--- config.mk ---
export PLATFORM = sky130hd
export DESIGN_NAME = parking_gate_ctrl
export DESIGN_NICKNAME = d
export VERILOG_FILES = /design/src/rtl/parking_pkg.sv /design/src/rtl/gate_timer.sv /design/src/rtl/parking_gate_ctrl.sv
export SDC_FILE = /design/constraint.sdc
export NUM_CORES = 1
export LEC_CHECK = 0
export CAP_MARGIN = 0
export CORE_UTILIZATION = 40
export DETAILED_ROUTE_END_ITERATION = 6
export PLACE_DENSITY = 0.7
export SLEW_MARGIN = 20
export SYNTH_ARGS = -nofsm -noshare
export SYNTH_HDL_FRONTEND = slang
export SYNTH_SLANG_ARGS = --single-unit
--- constraint.sdc ---
create_clock -name clk -period 2.2 [get_ports clk]
set_clock_uncertainty 0.15 [all_clocks]
set_input_delay 0.44 -clock clk [delete_from_list [all_inputs] [get_ports clk]]
set_output_delay 0.44 -clock clk [all_outputs]
set_load 0.005 [all_outputs]
--- src/rtl/parking_pkg.sv ---
// Shared definitions for the parking gate controller.
//   gate_state_t : FSM state encoding (IDLE=0, ENTER=1, EXIT=2, GUARD=3)
//   MAX_SPOTS    : largest legal free-spot count
//   FREE_W       : width of the free_cnt bus
//   max_int()    : helper used to size the shared open/guard counter
package parking_pkg;

  localparam int MAX_SPOTS = 8;
  localparam int FREE_W    = 4;

  typedef enum logic [1:0] {
    IDLE  = 2'd0,
    ENTER = 2'd1,
    EXIT  = 2'd2,
    GUARD = 2'd3
  } gate_state_t;

  function automatic int max_int(input int a, input int b);
    return (a > b) ? a : b;
  endfunction

endpackage

--- src/rtl/gate_timer.sv ---
// Loadable up-counter with terminal-count compare, shared by the open
// window and the guard interval.
// Ports:
//   clk, rst_n : clock, asynchronous active-low reset
//   load       : clear the count to 0 on the next edge
//   term       : terminal value for the current interval
//   done       : count has reached term (combinational compare)
module gate_timer #(
  parameter int WIDTH = 4
) (
  input  logic             clk,
  input  logic             rst_n,
  input  logic             load,
  input  logic [WIDTH-1:0] term,
  output logic             done
);

  logic [WIDTH-1:0] count;

  assign done = (count == term);

  // NOTE: sequential state is written with non-blocking assignments so every
  // flop samples pre-edge values regardless of block evaluation order.
  always_ff @(posedge clk or negedge rst_n) begin
    if (!rst_n) begin
      count <= '0;
    end else if (load) begin
      count <= '0;
    end else if (!done) begin
      // Holding at term means the count can never wrap inside a state.
      count <= count + WIDTH'(1);
    end
  end

endmodule

--- src/rtl/parking_gate_ctrl.sv ---
// Parking barrier controller: one FSM arbitrates entry/exit requests, keeps
// the selected barrier raised until the car passes or the open window
// expires, then holds both barriers down for a guard interval.
// Optional feature: define PARKING_STATS_EN to add saturating pass counters.
// Ports:
//   clk, rst_n     : clock, asynchronous active-low reset
//   free_cnt[3:0]  : free spots from the occupancy stage (legal 0..8)
//   entry_req      : car waiting at entry (level)
//   exit_req       : car waiting at exit (level, wins over entry)
//   car_passed     : one-cycle beam-sensor pulse
//   gate_in_open   : entry barrier raised (high exactly in ENTER)
//   gate_out_open  : exit barrier raised (high exactly in EXIT)
//   full           : registered, free_cnt == 0
//   timeout        : one-cycle pulse when the open window expires unused
//   err            : registered, free_cnt > 8
//   state[1:0]     : current FSM state for debug/LEDs
//   entries_total, exits_total [7:0] : completed passes (PARKING_STATS_EN only)
module parking_gate_ctrl
  import parking_pkg::*;
#(
  parameter int OPEN_CYCLES  = 16,
  parameter int GUARD_CYCLES = 4
) (
  input  logic              clk,
  input  logic              rst_n,
  input  logic [FREE_W-1:0] free_cnt,
  input  logic              entry_req,
  input  logic              exit_req,
  input  logic              car_passed,
  output logic              gate_in_open,
  output logic              gate_out_open,
  output logic              full,
  output logic              timeout,
  output logic              err,
  output logic [1:0]        state
`ifdef PARKING_STATS_EN
  ,
  output logic [7:0]        entries_total,
  output logic [7:0]        exits_total
`endif
);

  localparam int CNT_W = $clog2(max_int(max_int(OPEN_CYCLES, GUARD_CYCLES), 2));

  gate_state_t      state_q, state_d;
  logic             load, done;
  logic [CNT_W-1:0] term;

  // Both the open window and the guard interval count from 0 to their length-1.
  assign term = (state_q == GUARD) ? CNT_W'(GUARD_CYCLES - 1)
                                   : CNT_W'(OPEN_CYCLES - 1);

  // Reload on every state change and keep the count parked at 0 while idle.
  assign load = (state_d != state_q) || (state_q == IDLE);

  gate_timer #(.WIDTH(CNT_W)) u_timer (
    .clk   (clk),
    .rst_n (rst_n),
    .load  (load),
    .term  (term),
    .done  (done)
  );

  always_ff @(posedge clk or negedge rst_n) begin
    if (!rst_n) state_q <= IDLE;
    else        state_q <= state_d;
  end

  always_comb begin
    // NOTE: every combinational output gets a default first so no path
    // through the case statement can infer a latch.
    state_d = state_q;
    timeout = 1'b0;
    unique case (state_q)
      IDLE: begin
        if (exit_req) begin
          state_d = EXIT;
        end else if (entry_req && (free_cnt != '0) &&
                     (free_cnt <= FREE_W'(MAX_SPOTS)) && !err) begin
          state_d = ENTER;
        end
      end
      ENTER, EXIT: begin
        if (car_passed) begin
          state_d = GUARD;
        end else if (done) begin
          state_d = GUARD;
          timeout = 1'b1;
        end
      end
      GUARD: begin
        if (done) state_d = IDLE;
      end
      default: state_d = IDLE;
    endcase
  end

  // Pure decodes of the state flop: the async reset lowers both barriers at
  // once, with no clock edge required.
  assign gate_in_open  = (state_q == ENTER);
  assign gate_out_open = (state_q == EXIT);
  assign state         = state_q;

  always_ff @(posedge clk or negedge rst_n) begin
    if (!rst_n) begin
      full <= 1'b0;
      err  <= 1'b0;
    end else begin
      full <= (free_cnt == '0);
      err  <= (free_cnt > FREE_W'(MAX_SPOTS));
    end
  end

`ifdef PARKING_STATS_EN
  always_ff @(posedge clk or negedge rst_n) begin
    if (!rst_n) begin
      entries_total <= '0;
      exits_total   <= '0;
    end else begin
      if (state_q == ENTER && car_passed && entries_total != 8'hFF)
        entries_total <= entries_total + 8'd1;
      if (state_q == EXIT && car_passed && exits_total != 8'hFF)
        exits_total <= exits_total + 8'd1;
    end
  end
`endif

endmodule
==> flow_summary.yaml <==
outcome:
  run_status: "complete, no violations"
timing:
  maxSlewViolCount: 0
  setup_ws_ns: 0.09431
  fin_crit_ns: 2.106
  relSlewSlack_pct: 70.32
  fin_hold_ws_ns: 0.2952
  rsz0062_at_grt: "false"
  worst_pin_slew_ns: 0.4417
  finalSetupViolations: 0
  finalCritPeriodShare_pct: 95.71
  hold_viol_final: 0
  fmax_mhz: 474.9
placement:
  portBuffers: 15
  dp_hpwl_mm: 1.001
  placed_cell_area_um2: 795.8
  dp.cells: 92
  pre_cts_ws_ns: -0.03361
  gp_congestion: 0.7373
worst_setup_path:
  end_kind: "primary output"
  required_ns: 1.61
  reg2reg_from: "u_timer.count[1]$_DFFE_PN0P_"
  cpMaxStageDelayCell: "clkdlybuf4s50_1"
  r2r_slack_ns: 0.12
  arrival_ns: 1.52
  rr_endpoint: "u_timer.count[1]$_DFFE_PN0P_"
  cp_top_family: "buffers and inverters"
  r2r_cells: 7
  cp_max_fo: 6
  path_class: "reg2out"
  cp_num_buf_inv: 3
  cp_slowest_stage_delay_ns: 0.49
  cp_cell_sequence: "buf_4 -> inv_1 -> ha_1 -> clkdlybuf4s50_1"
  worst_setup_path_start_kind: "flip-flop"
die:
  start_util_pct: 45.94
  die_w_um: 38.68
  ioPinCount: 16
  fp.dieH_um: 38.68
  coreArea_um2: 1171
  rows: 12
  die-area_um2: 1496
routing:
  drc: 0
  vias_per_cell: 5.438
  finalWirelength_mm: 1.344
  ant_nets: 0
  wire_per_inst_um: 14.00
  dr.pass1.iters: 3
  vias: 522
  drtIter0Drc: 5
power:
  p_switching_w: 0.0003568
  seqPwrFrac_pct: 23.3
  p_int_w: 0.0005593
  vdd_drop_max_v: 0.0007858
  switching_share_pct: 38.95
  power.leakage_nw: 0.3774
  power_frac_comb_pct: 63.8
  p_per_area_nw_per_um2: 1103
  clockPowerShare_pct: 12.8
cts:
  clk_latency_ns: 0.26
  h-tree-depth: 1
  clk_path_buf_depth: 2
  cts_root_buf: "clkbuf_4"
  clk_pin_slew_worst_paths_ns: 0.06
  cts_inserted_buffers: 3
  postCtsHoldBufs: 0
  cts_tree: "done"
  clkSinkCount: 8
global_route:
  antenna_found_initial: 0
  grt_pass1_vias: 477
  grt_overflow: 0
  grt_util_all_layers_pct: 22.90
  grt_pass1_wl_mm: 2.125
  grt_max_degree: 9
finish:
  diodes: 0
  instances_no_fill: 96
  post-route-util_pct: 70.94
  fill_cells: 90
  final_nets: 98
  area_delta_synth_final_pct: 54.42
  drive_above_1_share_pct: 31.71
  design_area_um2: 830.8
logic_synthesis:
  yosys_register_bits: 8
  synth.distinct_cells: 26
  syn-num-nets: 65
  syn-mean-instance-area_um2: 10.55
  synth.area.top_cells: "dfrtp_1 37%, ha_1 12%, mux2i_1 5.6%, nor3_1 3.7%, and4bb_4 3.0%"
  seq_area_frac_synth_pct: 37.21
  synth_area_um2: 538.0
  synth.most_common_cell: "dfrtp_1"
  ys.flop_type: "dfrtp_1"
  synth_edf_count: 0
  synthCells: 51
  yosysWarnings: 0
  yosysTopAreaCellShare_pct: 37.21
  async_flop_share_pct: 100.0
  synth_area_leader_cell: "dfrtp_1"
  ys_top_cells_by_count: "8 x dfrtp_1, 5 x ha_1, 4 x inv_1, 4 x nor3_1"
worst_hold_path:
  hp-class: "in2async"
run:
  cap_violations: 0
-- cell type report --
type	count	area, µm²	share of cell area, %
clock buffer	3	22.52	2.711
sequential	8	200.2	24.10
tap	14	17.52	2.108
timing repair buffer	28	241.5	29.07
multi-input combinational	39	334.1	40.21
inverter	4	15.01	1.807
-- flip-flops by register name, indices dropped and copies added (netlist names) --
signal	flops
state	2
u_timer.count	4
err	1
full	1
-- kinds of logic after synthesis --
| logic type | count (synthesis) | share of synthesized area [%] |
|---|---|---|
| AND/OR/NAND/NOR | 18 | 21.16 |
| adder cells (fa/ha/maj) | 5 | 11.63 |
| flip-flops | 8 | 37.21 |
| multiplexers | 4 | 7.674 |
| XOR/XNOR | 1 | 1.628 |
| buffers and inverters | 4 | 2.790 |
| AO/OA/AOI/OAI | 11 | 17.91 |
-- worst max-delay path by stage --
stage | startpoint | to | cells past startpoint
finish | state[1]$_DFF_PN0_ | gate_in_open | 4
global route | state[0]$_DFF_PN0_ | timeout | 5
CTS | u_timer.count[1]$_DFFE_PN0P_ | u_timer.count[1]$_DFFE_PN0P_ | 7
detailed placement | state[0]$_DFF_PN0_ | timeout | 5
global placement | state[0]$_DFF_PN0_ | timeout | 5
floorplan | state[0]$_DFF_PN0_ | u_timer.count[1]$_DFFE_PN0P_ | 5
-- cell usage in the layout, fill, tap and decap left out, drive strengths merged, types with 2 or more instances in the layout --
cell and count:
o21ai 2, a21oi 2, dfrtp 8, mux2i 3, buf 13, clkdlybuf4s50 13
ha 5, clkbuf 4, nor2 3, nand2 3, nor3 4, inv 4
-- worst register-to-register path: stages (launching register included) --
cell       delay [ns]
dfrtp_1          0.40
ha_1             0.22
and4b_1          0.23
buf_4            0.13
buf_4            0.13
o311a_1          0.33
a2bb2oi_2        0.16
a2111oi_2        0.22
-- power by group through the flow --
stage / combinational (W) / sequential [W] / clock (W)
after detailed placement: 0.000574 / 0.000213 / 0
final: 0.000585 / 0.000214 / 0.000118
after global placement: 0.000556 / 0.000211 / 0
after CTS: 0.000569 / 0.000212 / 0.000122
after global routing: 0.000645 / 0.000215 / 0.000130
after floorplan: 0.000305 / 0.000232 / 0
-- repair_timing --
| action | in CTS | in global routing |
|---|---|---|
| pin swaps | 0 | 2 |
| resized for setup | 4 | 3 |
| endpoints found under the hold margin | 0 | 0 |
| setup endpoints to repair | 2 | 4 |
| setup buffers | 1 | 0 |
-- stage by stage --
stage | power [W] | TNS, ns
finish | 0.0009162 | 0
global route | 0.0009901 | 0
CTS | 0.0009030 | 0
detailed placement | 0.0007868 | -0.03361
global placement | 0.0007670 | -0.006865
floorplan | 0.0005367 | 0
-- routing by layer --
layer / routed length, µm / GRT usage (%)
met3: 51 / 6.936
met2: 686 / 37.50
met4: 37 / 15.52
met1: 568 / 25.00
met5: 0 / 0
(Power assumes the default switching activity.)
